===== src/rtl/ps2_rx_frame.sv =====
// PS/2 device-to-host frame receiver: sync, de-glitch, deserialise, check start/odd parity/stop.
// Optional saturating error counter enabled by macro PS2_RX_ERRCNT_EN.
module ps2_rx_frame #(
   parameter int FILTER_LEN  = 8,
   parameter int TIMEOUT_CYC = 48000,
   parameter int TO_W        = 17
) (
   input  logic       wb_clk,
   input  logic       nRESET,
   input  logic       PS2_CLK,
   input  logic       PS2_DAT,
   output logic [7:0] data,
   output logic       valid,
   output logic       error,
   output logic       busy,
   output logic [7:0] err_cnt
);

   // state | meaning
   // IDLE  | waiting for a start bit (fall with data low)
   // SHIFT | collecting 8 data bits, parity and stop; timeout armed
   // CHECK | one cycle to validate the frame and strobe valid or error
   typedef enum logic [1:0] {IDLE, SHIFT, CHECK} state_t;

   localparam logic [7:0]      F_LAST  = 8'(FILTER_LEN - 1);
   localparam logic [TO_W-1:0] TO_LAST = TO_W'(TIMEOUT_CYC - 1);

   logic [1:0]      clk_sync, dat_sync;
   logic            clk_filt, dat_filt, clk_filt_d;
   logic [7:0]      clk_fcnt, dat_fcnt;
   logic            fall;

   state_t          state, state_next;
   logic [9:0]      shreg, shreg_next;
   logic [3:0]      bitcnt, bitcnt_next;
   logic [TO_W-1:0] to_cnt, to_next;
   logic [7:0]      data_next;
   logic            valid_next, error_next;

   always_ff @(posedge wb_clk or negedge nRESET) begin
      if (!nRESET) begin
         clk_sync <= 2'b11;
         dat_sync <= 2'b11;
      end else begin
         clk_sync <= {clk_sync[0], PS2_CLK};
         dat_sync <= {dat_sync[0], PS2_DAT};
      end
   end

   // A line level only propagates after holding for FILTER_LEN consecutive samples.
   always_ff @(posedge wb_clk or negedge nRESET) begin
      if (!nRESET) begin
         clk_filt <= 1'b1;
         clk_fcnt <= 8'd0;
      end else if (clk_sync[1] == clk_filt) begin
         clk_fcnt <= 8'd0;
      end else if (clk_fcnt == F_LAST) begin
         clk_filt <= clk_sync[1];
         clk_fcnt <= 8'd0;
      end else begin
         clk_fcnt <= clk_fcnt + 8'd1;
      end
   end

   always_ff @(posedge wb_clk or negedge nRESET) begin
      if (!nRESET) begin
         dat_filt <= 1'b1;
         dat_fcnt <= 8'd0;
      end else if (dat_sync[1] == dat_filt) begin
         dat_fcnt <= 8'd0;
      end else if (dat_fcnt == F_LAST) begin
         dat_filt <= dat_sync[1];
         dat_fcnt <= 8'd0;
      end else begin
         dat_fcnt <= dat_fcnt + 8'd1;
      end
   end

   always_ff @(posedge wb_clk or negedge nRESET) begin
      if (!nRESET) clk_filt_d <= 1'b1;
      else         clk_filt_d <= clk_filt;
   end

   assign fall = clk_filt_d & ~clk_filt;

   always_ff @(posedge wb_clk or negedge nRESET) begin
      if (!nRESET) begin
         state  <= IDLE;
         shreg  <= 10'd0;
         bitcnt <= 4'd0;
         to_cnt <= '0;
         data   <= 8'h00;
         valid  <= 1'b0;
         error  <= 1'b0;
         busy   <= 1'b0;
      end else begin
         state  <= state_next;
         shreg  <= shreg_next;
         bitcnt <= bitcnt_next;
         to_cnt <= to_next;
         data   <= data_next;
         valid  <= valid_next;
         error  <= error_next;
         busy   <= (state_next != IDLE);
      end
   end

   always_comb begin
      state_next  = state;
      shreg_next  = shreg;
      bitcnt_next = bitcnt;
      to_next     = to_cnt;
      data_next   = data;
      valid_next  = 1'b0;
      error_next  = 1'b0;
      case (state)
         IDLE: begin
            if (fall && !dat_filt) begin
               state_next  = SHIFT;
               bitcnt_next = 4'd0;
               to_next     = '0;
            end
         end
         SHIFT: begin
            if (fall) begin
               shreg_next  = {dat_filt, shreg[9:1]};
               bitcnt_next = bitcnt + 4'd1;
               to_next     = '0;
               if (bitcnt == 4'd9) state_next = CHECK;
            end else if (to_cnt == TO_LAST) begin
               error_next = 1'b1;
               to_next    = '0;
               state_next = IDLE;
            end else begin
               to_next = to_cnt + 1'b1;
            end
         end
         CHECK: begin
            // shreg = {stop, parity, d7..d0}; odd parity means XOR over d0..parity is 1.
            if (shreg[9] && (^shreg[8:0])) begin
               data_next  = shreg[7:0];
               valid_next = 1'b1;
            end else begin
               error_next = 1'b1;
            end
            state_next = IDLE;
         end
         default: state_next = IDLE;
      endcase
   end

`ifdef PS2_RX_ERRCNT_EN
   logic [7:0] err_cnt_q;

   always_ff @(posedge wb_clk or negedge nRESET) begin
      if (!nRESET)                           err_cnt_q <= 8'h00;
      else if (error && err_cnt_q != 8'hFF)  err_cnt_q <= err_cnt_q + 8'd1;
   end

   assign err_cnt = err_cnt_q;
`else
   assign err_cnt = 8'h00;
`endif

endmodule


===== config.mk =====
export PLATFORM = sky130hd
export DESIGN_NAME = ps2_rx_frame
export DESIGN_NICKNAME = d
export VERILOG_FILES = /design/src/rtl/ps2_rx_frame.sv
export SDC_FILE = /design/constraint.sdc
export NUM_CORES = 1
export LEC_CHECK = 0
export ABC_AREA = 1
export ABC_CLOCK_PERIOD_IN_PS = 1900
export BUFFER_PORTS_ARGS = -buffer_cell sky130_fd_sc_hd__buf_2
export CAP_MARGIN = 20
export CORE_MARGIN = 1.5
export CORE_UTILIZATION = 60
export DETAILED_ROUTE_END_ITERATION = 6
export GPL_ROUTABILITY_DRIVEN = 0
export PLACE_DENSITY = 0.79
export SKIP_LAST_GASP = 1
export SLEW_MARGIN = 30
export SYNTH_ARGS = -nofsm -noshare
export SYNTH_HDL_FRONTEND = slang
export SYNTH_SLANG_ARGS = --single-unit

===== constraint.sdc =====
create_clock -name wb_clk -period 1.9 [get_ports wb_clk]
set_input_delay 0.095 -clock wb_clk [delete_from_list [all_inputs] [get_ports wb_clk]]
set_output_delay 0.095 -clock wb_clk [all_outputs]
set_load 0.01 [all_outputs]

==> results.cfg, run 1 <==
[synthesis]
synthArstFlopShare = 1.00
synth-edff-count = 0
syn_area_per_cell_sq_um = 8.73
synth_area_leaders = dfrtp_1 45%, nand2_1 9.9%, dfstp_2 5.5%, inv_1 5.5%, nor2_1 3.7%
yosys.area.top_type_share = 0.447
synth.largest_area_cell = dfrtp_1
synth.distinct_cells = 38
ys_warn_count = 0
ys.flop_type = dfrtp_1
synth_most_common_cell = nand2_1
synthTopCellsByCount = 89 x nand2_1, 60 x dfrtp_1, 49 x inv_1, 33 x nor2_1, 22 x o21ai_0
yosys_register_bits = 67
mappedNetlistArea_sq_um = 3360
ys_seq_area_frac = 0.501
syn_inst = 385

[floorplan]
num_rows = 27
chipWidth_um = 77.8
dieArea_sq_um = 6060
initial_utilization = 0.618
io-pin-count = 23
core_sq_um = 5440
die_y_um = 77.8

[place]
hpwl_mm = 4.39
numPortBuffers = 14
dp_slack_ns = 0.130
dp_cells = 471

[run]
cap_violations = 0

[detailed_routing]
ant_nets = 0
dr_total_vias = 2581
vias_per_cell = 5.22
drt_pass1_iterations = 4
drt_iter0_markers = 198
wl_per_cell_um = 12.8
postRouteWirelength_mm = 6.30
route.detailed.drc = 0

[clocking]
clkSinkCount = 67
cts_root_buffer = clkbuf_8
clock_latency_ns = 0.34
cts_tree = done
ctsLongestPathBuffers = 2
htreeDepth = 3
cts.clk_slew.worst_paths_ns = 0.07
numCtsBuffers = 9

[critical_path]
path_max_fanout = 5
crit_path_max_incr_delay_ns = 0.38
crit_path_end_kind = flop
start_kind = flop
critical_path_arrival_ns = 1.98
required_ns = 2.13
cp_slowest_cell = dfrtp_1
cp_num_buf_inv = 2
path_cells = inv_1 -> ha_2 -> nand3_2 -> o21ai_2 -> buf_4 -> nand4_1 -> xor2_1 -> nor2_2
critPathKind = reg2reg
path_delay_family = flip-flops

[sta]
fin_crit_ns = 1.75
hold_violations = 0
finClkSkew_ns = 0.00702
setup_viol = 0
max_freq_mhz = 572
setup_slack_ns = 0.152
post-route-period-util = 0.920
maxSlewHeadroom = 0.605
report.final.slew_viol_count = 0
worst_slew_pin_slew_ns = 0.593

[cells_and_area]
drive_gt1_frac = 0.185
fillers = 402
layout.nets = 429
antenna_cells = 0
multi_input_area_sq_um = 1430
area_growth_pct = 11.1
regArea_sq_um = 1690
finalNonFillerCells = 494

[global_routing]
antenna_found_initial = 0
overflow = 0
grt_pass1_wl_mm = 10.5
grt_max_degree = 44
grt_pass1_vias = 2484
grt_usage = 0.221

[min_path]
hp-class = in2async

[pwr]
power.leakage_nw = 1.89
power_mw = 3.36
peakVddDrop_mv = 0.603
powerDensity_nw_per_um2 = 899

[outcome]
status = completed
-- report_power, final --
group / switching, mW / total, mW / internal, mW / leakage (nW)
registers: 0.0906 / 1.66 / 1.56 / 0.904
clock network: 0.521 / 0.987 / 0.466 / 0.0791
logic: 0.468 / 0.714 / 0.246 / 0.905
total: 1.08 / 3.36 / 2.28 / 1.89
-- worst paths after layout --
path,from,to,slack [ns],cells past startpoint
setup / recovery,state[0]$_DFF_PN0_,to_cnt[14]$_DFFE_PN0P_,0.15,8
min in group wb_clk,clk_sync[0]$_DFF_PN1_,clk_sync[1]$_DFF_PN1_,0.36,0
hold / removal,nRESET,data[6]$_DFFE_PN0P_,0.28,2
setup reg to reg,state[0]$_DFF_PN0_,to_cnt[14]$_DFFE_PN0P_,0.15,8
max in group asynchronous,nRESET,clk_filt_d$_DFF_PN1_,0.93,3
hold reg to reg,clk_sync[0]$_DFF_PN1_,clk_sync[1]$_DFF_PN1_,0.36,0
-- through the flow --
step	util	hold slack [ns]	cell area [sq um]	TNS [ns]
floorplan	-	-0.201	3390	0
CTS	0.679	0.306	3690	0
finish	0.686	0.284	3730	0
global placement	0.644	0.126	3500	0
global route	0.686	0.320	3730	-0.0172
detailed placement	0.644	0.129	3500	0
-- cell type report --
type                       instances  area share
multi-input combinational        263       0.384
inverter                          52      0.0526
sequential                        67       0.452
tap                               72      0.0241
clock buffer                      11      0.0352
timing repair buffer              24      0.0443
clock inverter                     5     0.00805
-- logic make-up after synthesis --
group                      share of synthesized area
and+or+nand+nor                                0.280
DFF                                            0.501
buffers and inverters                         0.0845
AOI/OAI and AO/OA                             0.0607
xor gates and xnor gates                      0.0365
adders and majority gates                     0.0298
muxes                                        0.00633
other                                        0.00112
-- flip-flops by register name (all words and copies together), names as in the netlist --
name and flops:
dat_fcnt 8, clk_filt_d 1, clk_filt 1, to_cnt 17
clk_fcnt 8, data 8, dat_filt 1, bitcnt 4
error 1, dat_sync 2, shreg 10, busy 1
clk_sync 2, state 2, valid 1
-- worst reg2reg max path, stage by stage, from the launching register on --
cell and delay [ns]:
dfrtp_1 0.38, inv_1 0.13, ha_2 0.29, nand3_2 0.16, o21ai_2 0.16, buf_4 0.18, nand4_1 0.11, xor2_1 0.19
nor2_2 0.05
-- placed cells by master (no fill, tap or decap), types with 3 or more instances in the layout --
master and instances:
nor3b_1 3, xor2_1 12, buf_4 6, buf_2 14, ha_1 7, clkbuf_8 9, clkinv_2 4, nor4_1 4
nand2_1 89, nor2_2 10, dlygate4sd3_1 3, dfrtp_1 60, o21ai_0 22, conb_1 8, a21oi_1 10, inv_1 49
dfstp_2 7, nand4_1 7, nor3_1 10, nand2_2 4, nand3_2 5, nand3_1 18, nor2_1 33
-- repair_timing --
action                     CTS  global route
hold buffers                 3             0
setup buffers                0             3
resized for setup            0             2
hold endpoints to repair    26             0
setup endpoints to repair    0            13
-- routing by layer --
layer  track usage  share of wire
met2         0.376           0.49
met1         0.263           0.46
met3        0.0529          0.034
met5             0              0
met4         0.100          0.017
(Power assumes the default switching activity.)
==> run 2: changes to the inputs <==
--- a/config.mk
+++ b/config.mk
@@ -8,7 +8,7 @@
 export ABC_AREA = 1
 export ABC_CLOCK_PERIOD_IN_PS = 1900
 export BUFFER_PORTS_ARGS = -buffer_cell sky130_fd_sc_hd__buf_2
-export CAP_MARGIN = 20
+export CAP_MARGIN = 10
 export CORE_MARGIN = 1.5
 export CORE_UTILIZATION = 60
 export DETAILED_ROUTE_END_ITERATION = 6
==> constraint.sdc (replaced) <==
create_clock -name wb_clk -period 1.9 [get_ports wb_clk]
set_input_delay 0.38 -clock wb_clk [delete_from_list [all_inputs] [get_ports wb_clk]]
set_output_delay 0.38 -clock wb_clk [all_outputs]
set_load 0.01 [all_outputs]
==> run 2 against run 1 <==
  * Sequential power hardly changed
  * Flip-flop and latch count stayed put
  * Utilization is 0.55 points higher
  * Non-clock buffer count is 2 lower
  * Combinational power is 3.8% lower
  * Power is 9.7% higher
  * Count of clock-buffer cells in the layout is 1 higher
  * Critical path depth is 1 higher
  * Routed wire length is 1.3% lower
  * Global-route usage is 0.95 points higher
  * Clock skew is 0.0010 ns lower
  * First-iteration DRC count is 42% lower
==> results.cfg, run 2 (synthesized netlist as in run 1, its figures left out) <==
[global_routing]
antenna_found_initial = 0
grt_pass1_wl_mm = 10.7
grt_max_degree = 41
overflow = 0
grt_usage = 0.230
grt_pass1_vias = 2473

[cells_and_area]
finalNonFillerCells = 491
largest_reg_flops = 17
regArea_sq_um = 1690
fillers = 428
antenna_cells = 0
drive_gt1_frac = 0.184
area_growth_pct = 12.0
regMostFlops = to_cnt
multi_input_area_sq_um = 1420
largest_registers = to_cnt: 17 flops, shreg: 10 flops
final_common_cell = nand2_1
final_cell_mix = 89 x nand2_1, 60 x dfrtp_1, 49 x inv_1
layout.nets = 426

[sta]
fin_crit_ns = 1.81
rsz0062_at_grt = false
max_freq_mhz = 553
hold_violations = 0
maxSlewHeadroom = 0.647
report.final.slew_viol_count = 0
tns_ns = 0
setup_viol = 0
post-route-period-util = 0.952
finClkSkew_ns = 0.00597
worst_slew_pin_slew_ns = 0.526

[min_path]
hp-class = in2reg

[critical_path]
r2r_slack_ns = 0.09
path_cells = inv_1 -> ha_1 -> inv_2 -> o21ai_4 -> buf_2 -> o21ai_0 -> inv_1 -> nand3_1 -> o21ai_0
crit_path_max_incr_delay_ns = 0.39
cp_num_buf_inv = 4
startpoint = state[1]$_DFF_PN0_
cp_slowest_cell = dfrtp_1
critical_path_depth = 9
crit_path_end_kind = flop
start_kind = flop
reg2reg_depth = 9
path_delay_family = buffers and inverters
r2r_end = bitcnt[2]$_DFFE_PN0P_
required_ns = 2.17
critical_path_arrival_ns = 2.08
crit_end = bitcnt[2]$_DFFE_PN0P_
r2r_start = state[1]$_DFF_PN0_
critPathKind = reg2reg
path_max_fanout = 6

[clocking]
cts_root_buffer = clkbuf_8
cts_tree = done
numCtsBuffers = 9
clock_latency_ns = 0.35
clkSinkCount = 67
cts.clk_slew.worst_paths_ns = 0.07
htreeDepth = 3
ctsLongestPathBuffers = 2

[detailed_routing]
drt_iter0_markers = 114
route.detailed.drc = 0
vias_per_cell = 5.20
dr_total_vias = 2552
postRouteWirelength_mm = 6.22
wl_per_cell_um = 12.7
ant_nets = 0
drt_pass1_iterations = 4

[floorplan]
chipWidth_um = 77.8
dieArea_sq_um = 6060
num_rows = 27
die_y_um = 77.8
initial_utilization = 0.618
core_sq_um = 5440
io-pin-count = 23

[pwr]
power.leakage_nw = 1.91
peakVddDrop_mv = 0.612
powerDensity_nw_per_um2 = 979

[run]
cap_violations = 0

[place]
hpwl_mm = 4.38
numPortBuffers = 14
dp_cells = 472

[outcome]
status = completed
## run 2: how the worst min path moves through the flow
stage	from	cells past startpoint	endpoint	slack, ns
global placement	nRESET	1	dat_fcnt[5]$_DFF_PN0_	0.28
floorplan	nRESET	0	bitcnt[0]$_DFFE_PN0P_	0.08
finish	PS2_DAT	1	dat_sync[0]$_DFF_PN1_	0.12
global route	PS2_DAT	1	dat_sync[0]$_DFF_PN1_	0.10
CTS	PS2_CLK	1	clk_sync[0]$_DFF_PN1_	0.12
detailed placement	nRESET	1	dat_fcnt[5]$_DFF_PN0_	0.28
## run 2: stage by stage
step	worst slack [ns]	hold slack, ns	total power, mW	cell area [sq um]	util
2_1_floorplan	0.405	0.0844	2.17	3390	-
3_3_place_gp	0.221	0.278	2.30	3510	0.645
3_5_place_dp	0.173	0.283	2.33	3510	0.645
4_1_cts	0.129	0.116	3.68	3750	0.689
5_1_grt	0.00540	0.103	3.88	3760	0.692
6_report	0.0914	0.123	3.68	3760	0.692
## run 2: repair_timing
item                                    in CTS  in global routing
buffers inserted                             0                  2
hold buffers                                 1                  0
endpoints found under the setup margin       0                  1
hold endpoints to repair                     9                  0
gates resized for setup                      0                  1
## run 2: cell type report
class	count	share of cell area
multi-input cells	262	0.377
well taps	72	0.0239
repair buffers	22	0.0379
inverters	52	0.0522
flip-flops and latches	67	0.448
clock inverters	4	0.0193
clock buffers	12	0.0412
## run 2: per-layer routing
layer  part of all wire  global-route usage  vias up
met4              0.030               0.136        0
met5                  0                   0        -
met3              0.044              0.0506       18
met2               0.48               0.381       63
met1               0.45               0.274     1196
li1                   -                   -     1275
## run 2: where the power goes
part	internal [mW]	switching [mW]	total (mW)
clock network	0.809	0.533	1.34
logic	0.234	0.453	0.687
registers	1.56	0.0901	1.65
total	2.61	1.08	3.68
==> run 3: changes to the inputs <==
--- a/config.mk
+++ b/config.mk
@@ -10,10 +10,10 @@
 export BUFFER_PORTS_ARGS = -buffer_cell sky130_fd_sc_hd__buf_2
 export CAP_MARGIN = 10
 export CORE_MARGIN = 1.5
-export CORE_UTILIZATION = 60
+export CORE_UTILIZATION = 53
 export DETAILED_ROUTE_END_ITERATION = 6
 export GPL_ROUTABILITY_DRIVEN = 0
-export PLACE_DENSITY = 0.79
+export PLACE_DENSITY = 0.71
 export SKIP_LAST_GASP = 1
 export SLEW_MARGIN = 30
 export SYNTH_ARGS = -nofsm -noshare
==> run 3 against run 2 <==
  * Non-clock buffer count rose by 1
  * Cell count increased by 1.0%
  * Count of clock-buffer cells in the layout shrank 3
  * Worst setup slack better by 0.099 ns
  * Via count decreased by 0.67%
  * Register-to-register slack better by 0.099 ns
  * Flip-flop and latch count is the same
  * Clock power increased by 5%
  * First-iteration DRC count decreased by 4.4%
  * Hold slack better by 0.013 ns
  * Critical path type unchanged
==> results.cfg, run 3 (synthesized netlist as in run 1, its figures left out) <==
[sta]
rsz0062_at_grt = false
max_freq_mhz = 585
finClkSkew_ns = 0.00466
hold-worst-slack_ns = 0.136
report.final.slew_viol_count = 0
setup_viol = 0
tns_ns = 0
hold_violations = 0
fin_crit_ns = 1.71
post-route-period-util = 0.900

[floorplan]
num_rows = 28
chipWidth_um = 82.6
initial_utilization = 0.558
die_y_um = 82.6
dieArea_sq_um = 6830
core_sq_um = 6030
io-pin-count = 23

[global_routing]
antenna_found_initial = 0
overflow = 0
grt_max_degree = 43
grt_usage = 0.193
grt_pass1_wl_mm = 9.97
grt_pass1_vias = 2368

[pwr]
powerDensity_nw_per_um2 = 993
comb_power_share = 0.189
power.leakage_nw = 1.92
peakVddDrop_mv = 0.562
p_clk_frac = 0.373
p_seq_frac = 0.437
power.internal_mw = 2.69
swShare = 0.288
switching_power_mw = 1.09

[critical_path]
crit_path_max_incr_delay_ns = 0.40
r2r_end = to_cnt[8]$_DFFE_PN0P_
required_ns = 2.16
cp_num_buf_inv = 3
r2r_slack_ns = 0.19
crit_path_end_kind = flop
cp_slowest_cell = dfrtp_1
path_delay_family = simple AND/OR/NAND/NOR gates
reg2reg_depth = 8
critPathKind = reg2reg
crit_path_frequent_cell = nand2_2
critical_path_arrival_ns = 1.96
path_cells = inv_1 -> ha_2 -> inv_2 -> nor2_1 -> nand2_2 -> nand2_2 -> clkinv_2 -> nor3_1
path_max_fanout = 11
r2r_start = state[1]$_DFF_PN0_
start_kind = flop

[detailed_routing]
ant_nets = 0
vias_per_cell = 5.11
dr_total_vias = 2535
drt_iter0_markers = 109
wl_met1_mm = 2.68
route.detailed.drc = 0
met2WireLength_mm = 2.88
drt_pass1_iterations = 4
postRouteWirelength_mm = 5.92
wl_per_cell_um = 11.9
highest-signal-layer = met4
met3_wirelength_um = 222

[place]
numPortBuffers = 14
hpwl_mm = 4.14

[cells_and_area]
area_growth_pct = 13.4
layout.nets = 428
regMostFlops = to_cnt
fillers = 517
final_cell_mix = 89 x nand2_1, 60 x dfrtp_1, 49 x inv_1
antenna_cells = 0
multi_input_area_sq_um = 1440
drive_gt1_frac = 0.192
final_common_cell = nand2_1
largest_reg_flops = 17
largest_registers = to_cnt: 17 flops, shreg: 10 flops
regArea_sq_um = 1690

[outcome]
status = completed

[clocking]
cts.clk_slew.worst_paths_ns = 0.07
numCtsBuffers = 9
cts_tree = done
cts_root_buffer = clkbuf_8
clock_latency_ns = 0.34
ctsLongestPathBuffers = 2
clkSinkCount = 67
htreeDepth = 3

[min_path]
hp-class = in2reg
min_path_cells = 1
hp-start = PS2_DAT
min_to = dat_sync[0]$_DFF_PN1_

[run]
cap_violations = 0
==> run 3: power groups by stage <==
stage	logic [mW]	clock network [mW]	registers, mW
CTS	0.635	1.45	1.65
finish	0.717	1.41	1.66
global placement	0.614	0	1.67
floorplan	0.509	0	1.66
detailed placement	0.631	0	1.68
global route	0.824	1.51	1.67
==> run 3: routing by layer <==
layer / vias up / track usage
met5: - / 0
met4: 0 / 0.100
met3: 17 / 0.0407
met2: 43 / 0.321
met1: 1191 / 0.235
li1: 1284 / -
==> run 3: layout make-up <==
type                       instances  share of cell area
tap                               75              0.0246
sequential                        67               0.442
multi-input combinational        263               0.378
clock buffer                       9              0.0325
timing repair buffer              23              0.0401
clock inverter                     7              0.0305
inverter                          52              0.0516
==> run 3: per-stage QoR <==
step / instance area, sq um / cells / utilization / total power [mW] / setup slack (ns)
after detailed placement: 3510 / 474 / 0.582 / 2.31 / 0.126
after global placement: 3510 / 474 / 0.582 / 2.29 / 0.184
after floorplan: 3390 / 392 / - / 2.17 / 0.405
after global routing: 3810 / 496 / 0.632 / 4.00 / 0.0193
final: 3810 / 496 / 0.632 / 3.78 / 0.191
after CTS: 3760 / 491 / 0.623 / 3.74 / 0.113
==> run 3: repair_timing <==
action                                 in CTS  in global routing
buffers inserted                            0                  4
endpoints found under the hold margin       9                  0
setup endpoints to repair                   0                  9
hold buffers                                1                  0
resized for setup                           0                  3
==> run 3: how the worst max path moves through the flow <==
stage,depth (start not counted),to,from
after CTS,9,to_cnt[13]$_DFFE_PN0P_,state[1]$_DFF_PN0_
after detailed placement,9,to_cnt[13]$_DFFE_PN0P_,state[1]$_DFF_PN0_
final,8,to_cnt[8]$_DFFE_PN0P_,state[1]$_DFF_PN0_
after floorplan,8,to_cnt[15]$_DFFE_PN0P_,state[1]$_DFF_PN0_
after global placement,9,to_cnt[0]$_DFFE_PN0P_,state[1]$_DFF_PN0_
after global routing,9,to_cnt[13]$_DFFE_PN0P_,state[1]$_DFF_PN0_
